$ cat src/rtl/operand_gen_fwd.sv
// ID-stage operand generator: decodes op/funct/imm into two ALU operands with multi-stage
// bypassing, load-use stall detection and a valid/ready ID/EX output register.
module operand_gen_fwd #(
    parameter int DATA_W   = 32,
    parameter int ADDR_W   = 32,
    parameter int REG_AW   = 5,
    parameter int FWD_NUM  = 2,
    parameter int STALL_CW = 16
) (
    input  logic                        clk,
    input  logic                        rst,
    input  logic                        flush,
    input  logic                        in_valid,
    output logic                        in_ready,
    input  logic [ADDR_W-1:0]           addr,
    input  logic [5:0]                  op,
    input  logic [5:0]                  funct,
    input  logic [15:0]                 imm,
    input  logic [REG_AW-1:0]           rs_addr,
    input  logic [REG_AW-1:0]           rt_addr,
    input  logic [DATA_W-1:0]           reg_data_1,
    input  logic [DATA_W-1:0]           reg_data_2,
    input  logic [FWD_NUM-1:0]          fwd_wen,
    input  logic [FWD_NUM*REG_AW-1:0]   fwd_addr,
    input  logic [FWD_NUM*DATA_W-1:0]   fwd_data,
    input  logic [FWD_NUM-1:0]          fwd_pending,
    output logic                        out_valid,
    input  logic                        out_ready,
    output logic [DATA_W-1:0]           operand_1,
    output logic [DATA_W-1:0]           operand_2,
    output logic [STALL_CW-1:0]         stall_cnt
);

    localparam logic [5:0] OP_SPECIAL = 6'h00;
    localparam logic [5:0] OP_JAL     = 6'h03;
    localparam logic [5:0] OP_ADDIU   = 6'h09;
    localparam logic [5:0] OP_ANDI    = 6'h0C;
    localparam logic [5:0] OP_ORI     = 6'h0D;
    localparam logic [5:0] OP_LUI     = 6'h0F;
    localparam logic [5:0] OP_LB      = 6'h20;
    localparam logic [5:0] OP_LW      = 6'h23;
    localparam logic [5:0] OP_LBU     = 6'h24;
    localparam logic [5:0] OP_SB      = 6'h28;
    localparam logic [5:0] OP_SW      = 6'h2B;
    localparam logic [5:0] FN_JALR    = 6'h09;

    typedef enum logic [2:0] {
        OP2_ZERO,
        OP2_RT,
        OP2_SEXT,
        OP2_ZEXT,
        OP2_LUI
    } op2_sel_e;

    logic                   sel1_rs, sel1_link;
    op2_sel_e               op2_sel;
    logic                   use_rs, use_rt, stall;
    logic [DATA_W:0]        rs_byp, rt_byp;
    logic [ADDR_W-1:0]      link_addr;
    logic [DATA_W-1:0]      op1_val, op2_val;

    logic                   out_valid_q, out_valid_d;
    logic [DATA_W-1:0]      operand_1_q, operand_1_d;
    logic [DATA_W-1:0]      operand_2_q, operand_2_d;
    logic [STALL_CW-1:0]    stall_cnt_q, stall_cnt_d;

    // Returns {pending, data}; the youngest matching source wins even if it is still pending.
    function automatic logic [DATA_W:0] bypass(input logic [REG_AW-1:0] idx,
                                               input logic [DATA_W-1:0] rf_data);
        logic            hit;
        logic [DATA_W:0] res;
        hit = 1'b0;
        res = {1'b0, rf_data};
        for (int i = 0; i < FWD_NUM; i++) begin
            if (!hit && fwd_wen[i] && fwd_addr[i*REG_AW +: REG_AW] == idx) begin
                hit = 1'b1;
                res = {fwd_pending[i], fwd_data[i*DATA_W +: DATA_W]};
            end
        end
        if (idx == '0) res = '0;
        return res;
    endfunction

    always_comb begin
        sel1_rs   = 1'b0;
        sel1_link = 1'b0;
        op2_sel   = OP2_ZERO;
        case (op)
            OP_SPECIAL: begin
                if (funct == FN_JALR) sel1_link = 1'b1;
                else                  sel1_rs   = 1'b1;
                op2_sel = OP2_RT;
            end
            OP_JAL: sel1_link = 1'b1;
            OP_ADDIU, OP_LB, OP_LW, OP_LBU, OP_SB, OP_SW: begin
                sel1_rs = 1'b1;
                op2_sel = OP2_SEXT;
            end
            OP_ANDI, OP_ORI: begin
                sel1_rs = 1'b1;
                op2_sel = OP2_ZEXT;
            end
            OP_LUI: begin
                sel1_rs = 1'b1;
                op2_sel = OP2_LUI;
            end
            default: ;
        endcase
    end

    assign use_rs    = sel1_rs;
    assign use_rt    = (op2_sel == OP2_RT);
    assign rs_byp    = bypass(rs_addr, reg_data_1);
    assign rt_byp    = bypass(rt_addr, reg_data_2);
    assign link_addr = addr + ADDR_W'(8);

    always_comb begin
        op1_val = '0;
        if (sel1_link)    op1_val = DATA_W'(link_addr);
        else if (sel1_rs) op1_val = rs_byp[DATA_W-1:0];
        op2_val = '0;
        case (op2_sel)
            OP2_RT:   op2_val = rt_byp[DATA_W-1:0];
            OP2_SEXT: op2_val = DATA_W'(signed'(imm));
            OP2_ZEXT: op2_val = DATA_W'(imm);
            OP2_LUI:  op2_val = DATA_W'(imm) << 16;
            default:  op2_val = '0;
        endcase
    end

    // Unused operand fields never stall, even if their index matches a pending load.
    assign stall    = in_valid && ((use_rs && rs_byp[DATA_W]) || (use_rt && rt_byp[DATA_W]));
    assign in_ready = !stall && (!out_valid_q || out_ready);

    always_comb begin
        out_valid_d = out_valid_q;
        operand_1_d = operand_1_q;
        operand_2_d = operand_2_q;
        stall_cnt_d = stall_cnt_q;
        if (flush) begin
            out_valid_d = 1'b0;
        end else if (in_valid && in_ready) begin
            out_valid_d = 1'b1;
            operand_1_d = op1_val;
            operand_2_d = op2_val;
        end else if (out_ready) begin
            out_valid_d = 1'b0;
        end
        if (stall && !flush && stall_cnt_q != '1) stall_cnt_d = stall_cnt_q + 1'b1;
    end

    always_ff @(posedge clk or negedge rst) begin
        if (!rst) begin
            out_valid_q <= 1'b0;
            operand_1_q <= '0;
            operand_2_q <= '0;
            stall_cnt_q <= '0;
        end else begin
            out_valid_q <= out_valid_d;
            operand_1_q <= operand_1_d;
            operand_2_q <= operand_2_d;
            stall_cnt_q <= stall_cnt_d;
        end
    end

    assign out_valid = out_valid_q;
    assign operand_1 = operand_1_q;
    assign operand_2 = operand_2_q;
    assign stall_cnt = stall_cnt_q;

endmodule

$ cat config.mk
export PLATFORM = sky130hd
export DESIGN_NAME = operand_gen_fwd
export DESIGN_NICKNAME = d
export VERILOG_FILES = /design/src/rtl/operand_gen_fwd.sv
export SDC_FILE = /design/constraint.sdc
export NUM_CORES = 1
export LEC_CHECK = 0
export CAP_MARGIN = 20
export CORE_MARGIN = 8
export CORE_UTILIZATION = 45
export DETAILED_ROUTE_END_ITERATION = 6
export GPL_TIMING_DRIVEN = 0
export PLACE_DENSITY = 0.95
export SLEW_MARGIN = 5
export SYNTH_ARGS = -nofsm -noshare
export SYNTH_HDL_FRONTEND = slang
export SYNTH_SLANG_ARGS = --single-unit
$ cat constraint.sdc
create_clock -name clk -period 7.3 [get_ports clk]
set_input_delay 1.46 -clock clk [delete_from_list [all_inputs] [get_ports clk]]
set_output_delay 1.46 -clock clk [all_outputs]
set_load 0.02 [all_outputs]
==> impl_metrics.ini <==
[cells_and_area]
layout-drive-gt1-share_pct = 4.90
mostFrequentLayoutCells = clkdlybuf4s50_1 (297), nand2_1 (90), dfrtp_1 (81)
fin_nets = 1255
syn2layout_area_growth_pct = 57.5
final_common_cell = clkdlybuf4s50_1

[run_status]
outcome = finished clean

[setup_path]
r2r_slack_ns = 4.62
critPathCaptureType = output pin
start_kind = input pin
cpMostUsedCell = clkdlybuf4s50_1
worstPathCellList = clkdlybuf4s50_1, nor3b_1, a31oi_1, o32ai_2, a211o_1, o22ai_4, clkbuf_1, a21oi_1, clkdlybuf4s50_1
cp.required_ns = 5.84
crit_fanout = 10
crit_type = in -> out
crit_arrival_ns = 4.91
cp.buffers_inverters = 3
cp_top_family = compound AO/OA/AOI/OAI gates
slowest_delay_ns = 0.85
crit_path_top_delay_cell = o32ai_2

[die]
chipHeight_um = 134
coreArea_um2 = 13700
die_w_um = 134
io_pins = 299
rows = 43
start_util_pct = 45.5
die_area_um2 = 17800

[cts]
cts_resized = 0
tritoncts = done
cts_hold_buf = 0
postCtsSetupRepairBufs = 0
path_clk_slew_ns = 0.06
h-tree-depth = 3
clock_latency_ns = 0.36
clock_sinks = 81
cts_buffer_depth = 2
clockRootBuffer = clkbuf_16
numCtsBuffers = 9

[grt]
grt_usage_pct = 32.5
grt_overflow = 0
grt_pass1_vias = 7332
antenna_found_initial = 3
grt_start_max_net_pins = 49
grt_pass1_wl_mm = 44.3

[synthesis]
synthArstFlopShare_pct = 100
synth_edf_count = 0
synthCells = 726
synth_top_family_by_area = simple AND/OR/NAND/NOR gates
synth_xor_area_share_pct = 8.60
syn_area_um2 = 6210
synth_cell_types = 44
synth-compound-area-share_pct = 15.3
synth_fa_ha_area_share_pct = 0.403
yosysSeqAreaShare_pct = 32.6
yosys_warnings = 0
synthSimpleGateAreaFrac_pct = 21.1
syn-num-nets = 945
postSynthAreaPerCell_um2 = 8.56
ys_seq_elements = 81
muxShareOfSynthArea_pct = 17.3
ys.flop_type = dfrtp_1

[timing]
setup_viol = 0
period_share_pct = 87.2
hold_ws_ns = 0.487
final.setup.tns_ns = 0
rsz0062_at_grt = false
slew_viol_final = 0
hold_viol = 0
tightestPinTransition_ns = 1.09
final.min_clock_period_ns = 6.37
final.setup_skew_ns = 0.0126
relSlewSlack_pct = 26.4
fmaxAchievable_ghz = 0.157

[power]
p_leak_nw = 4.04
worst_ir_drop_vdd_uv = 126
powerDensity_nw_per_um2 = 148

[placement]
place.gp.congestion = 1.01
place_hpwl_mm = 24.7
io_buffers = 298

[route]
firstDrtPassIters = 5
drc_errors = 0
routedWlPerCell_um = 24.1
wirelength_mm = 29.4
postRouteAntennaNets = 0
drtIter0Drc = 696
via_count = 7142
via_per_inst = 5.84

[job]
cap_violations = 0

[worst_hold_path]
hp-class = reg -> reg
==> path summary, 6_finish.rpt <==
path,from,endpoint,cells after the start
max reg2reg,stall_cnt[6],stall_cnt[1],7
max in group asynchronous,rst,operand_2[21],2
min reg2reg,operand_2[24],operand_2[24],1
max,op[3],in_ready,9
min,operand_2[24],operand_2[24],1
min in group asynchronous,rst,stall_cnt[0],1
==> cell families after synthesis <==
group                      Yosys count
and+or+nand+nor                    282
DFF                                 81
AOI/OAI and AO/OA                  136
muxes                              100
buffers and inverters               64
adders and majority gates            2
xor gates and xnor gates            61
==> worst register-to-register path: cells and delay by family, from the launching register on <==
kind	cells	cell delay, ns
flip-flops	1	0.45
AND/OR/NAND/NOR	5	1.57
buffers and inverters	1	0.20
multiplexers	1	0.35
==> cell type report <==
| cell class | instances | area [um^2] |
|---|---|---|
| Tap cell | 180 | 225 |
| Buffer | 51 | 241 |
| Clock buffer | 9 | 225 |
| Clock inverter | 7 | 106 |
| Fill cell | 1083 | 3880 |
| Sequential cell | 81 | 2030 |
| Multi-Input combinational cell | 581 | 3900 |
| Timing Repair Buffer | 299 | 3010 |
| Inverter | 13 | 48.8 |
| Antenna cell | 2 | 5.00 |
==> through the flow <==
step	util [%]	instance area [um^2]	std cells	total power [mW]	setup slack (ns)
6_report	71.6	9780	1223	1.45	0.934
2_1_floorplan	-	6210	726	0.663	2.61
5_1_grt	71.6	9780	1223	1.50	0.817
4_1_cts	71.6	9780	1221	1.45	1.03
3_5_place_dp	69.1	9450	1205	0.930	1.04
3_3_place_gp	68.9	9420	1204	0.921	1.07
==> cell usage after synthesis (2+ instances only) <==
cell type / number / area (um^2)
nor3_2: 2 / 20.0
nand3_1: 61 / 305
o311ai_0: 13 / 114
buf_6: 5 / 56.3
a21oi_1: 38 / 190
nor3_1: 11 / 55.1
nand2_1: 90 / 338
clkbuf_1: 42 / 158
mux2_1: 43 / 484
ha_1: 2 / 25.0
xor2_1: 30 / 263
a311o_1: 3 / 30.0
and4_1: 4 / 35.0
mux2_2: 18 / 203
or4_1: 2 / 15.0
o21ai_0: 26 / 130
a31oi_1: 2 / 12.5
dfrtp_1: 81 / 2030
inv_1: 13 / 48.8
mux2i_1: 39 / 390
nand4b_1: 2 / 17.5
nand4_1: 11 / 68.8
nor2b_1: 2 / 12.5
or2_2: 2 / 12.5
a211o_1: 27 / 236
nor2_1: 72 / 270
and3_1: 12 / 75.1
nor4_1: 5 / 31.3
o31ai_1: 16 / 120
xnor2_1: 31 / 272
buf_1: 2 / 7.51
a21o_1: 2 / 15.0
a211oi_1: 6 / 45.0
==> layer usage <==
| layer | vias to the layer above | global-route usage [%] | routed length (um) |
|---|---|---|---|
| met1 | 3387 | 39.2 | 11500 |
| met2 | 409 | 52.2 | 13700 |
| met4 | 2 | 17.9 | 1650 |
| li1 | 3237 | - | - |
| met5 | - | 0 | 13 |
| met3 | 107 | 7.87 | 2490 |
==> sequential cells by signal, indices dropped and copies added, names as in the netlist <==
name,cells
operand_1,32
operand_2,32
stall_cnt,16
out_valid,1
==> power breakdown <==
part | internal, mW | switching (mW) | total [mW]
combinational | 0.225 | 0.204 | 0.429
clock | 0.307 | 0.212 | 0.519
sequential | 0.481 | 0.0183 | 0.499
total | 1.01 | 0.434 | 1.45
(Power assumes the default switching activity.)
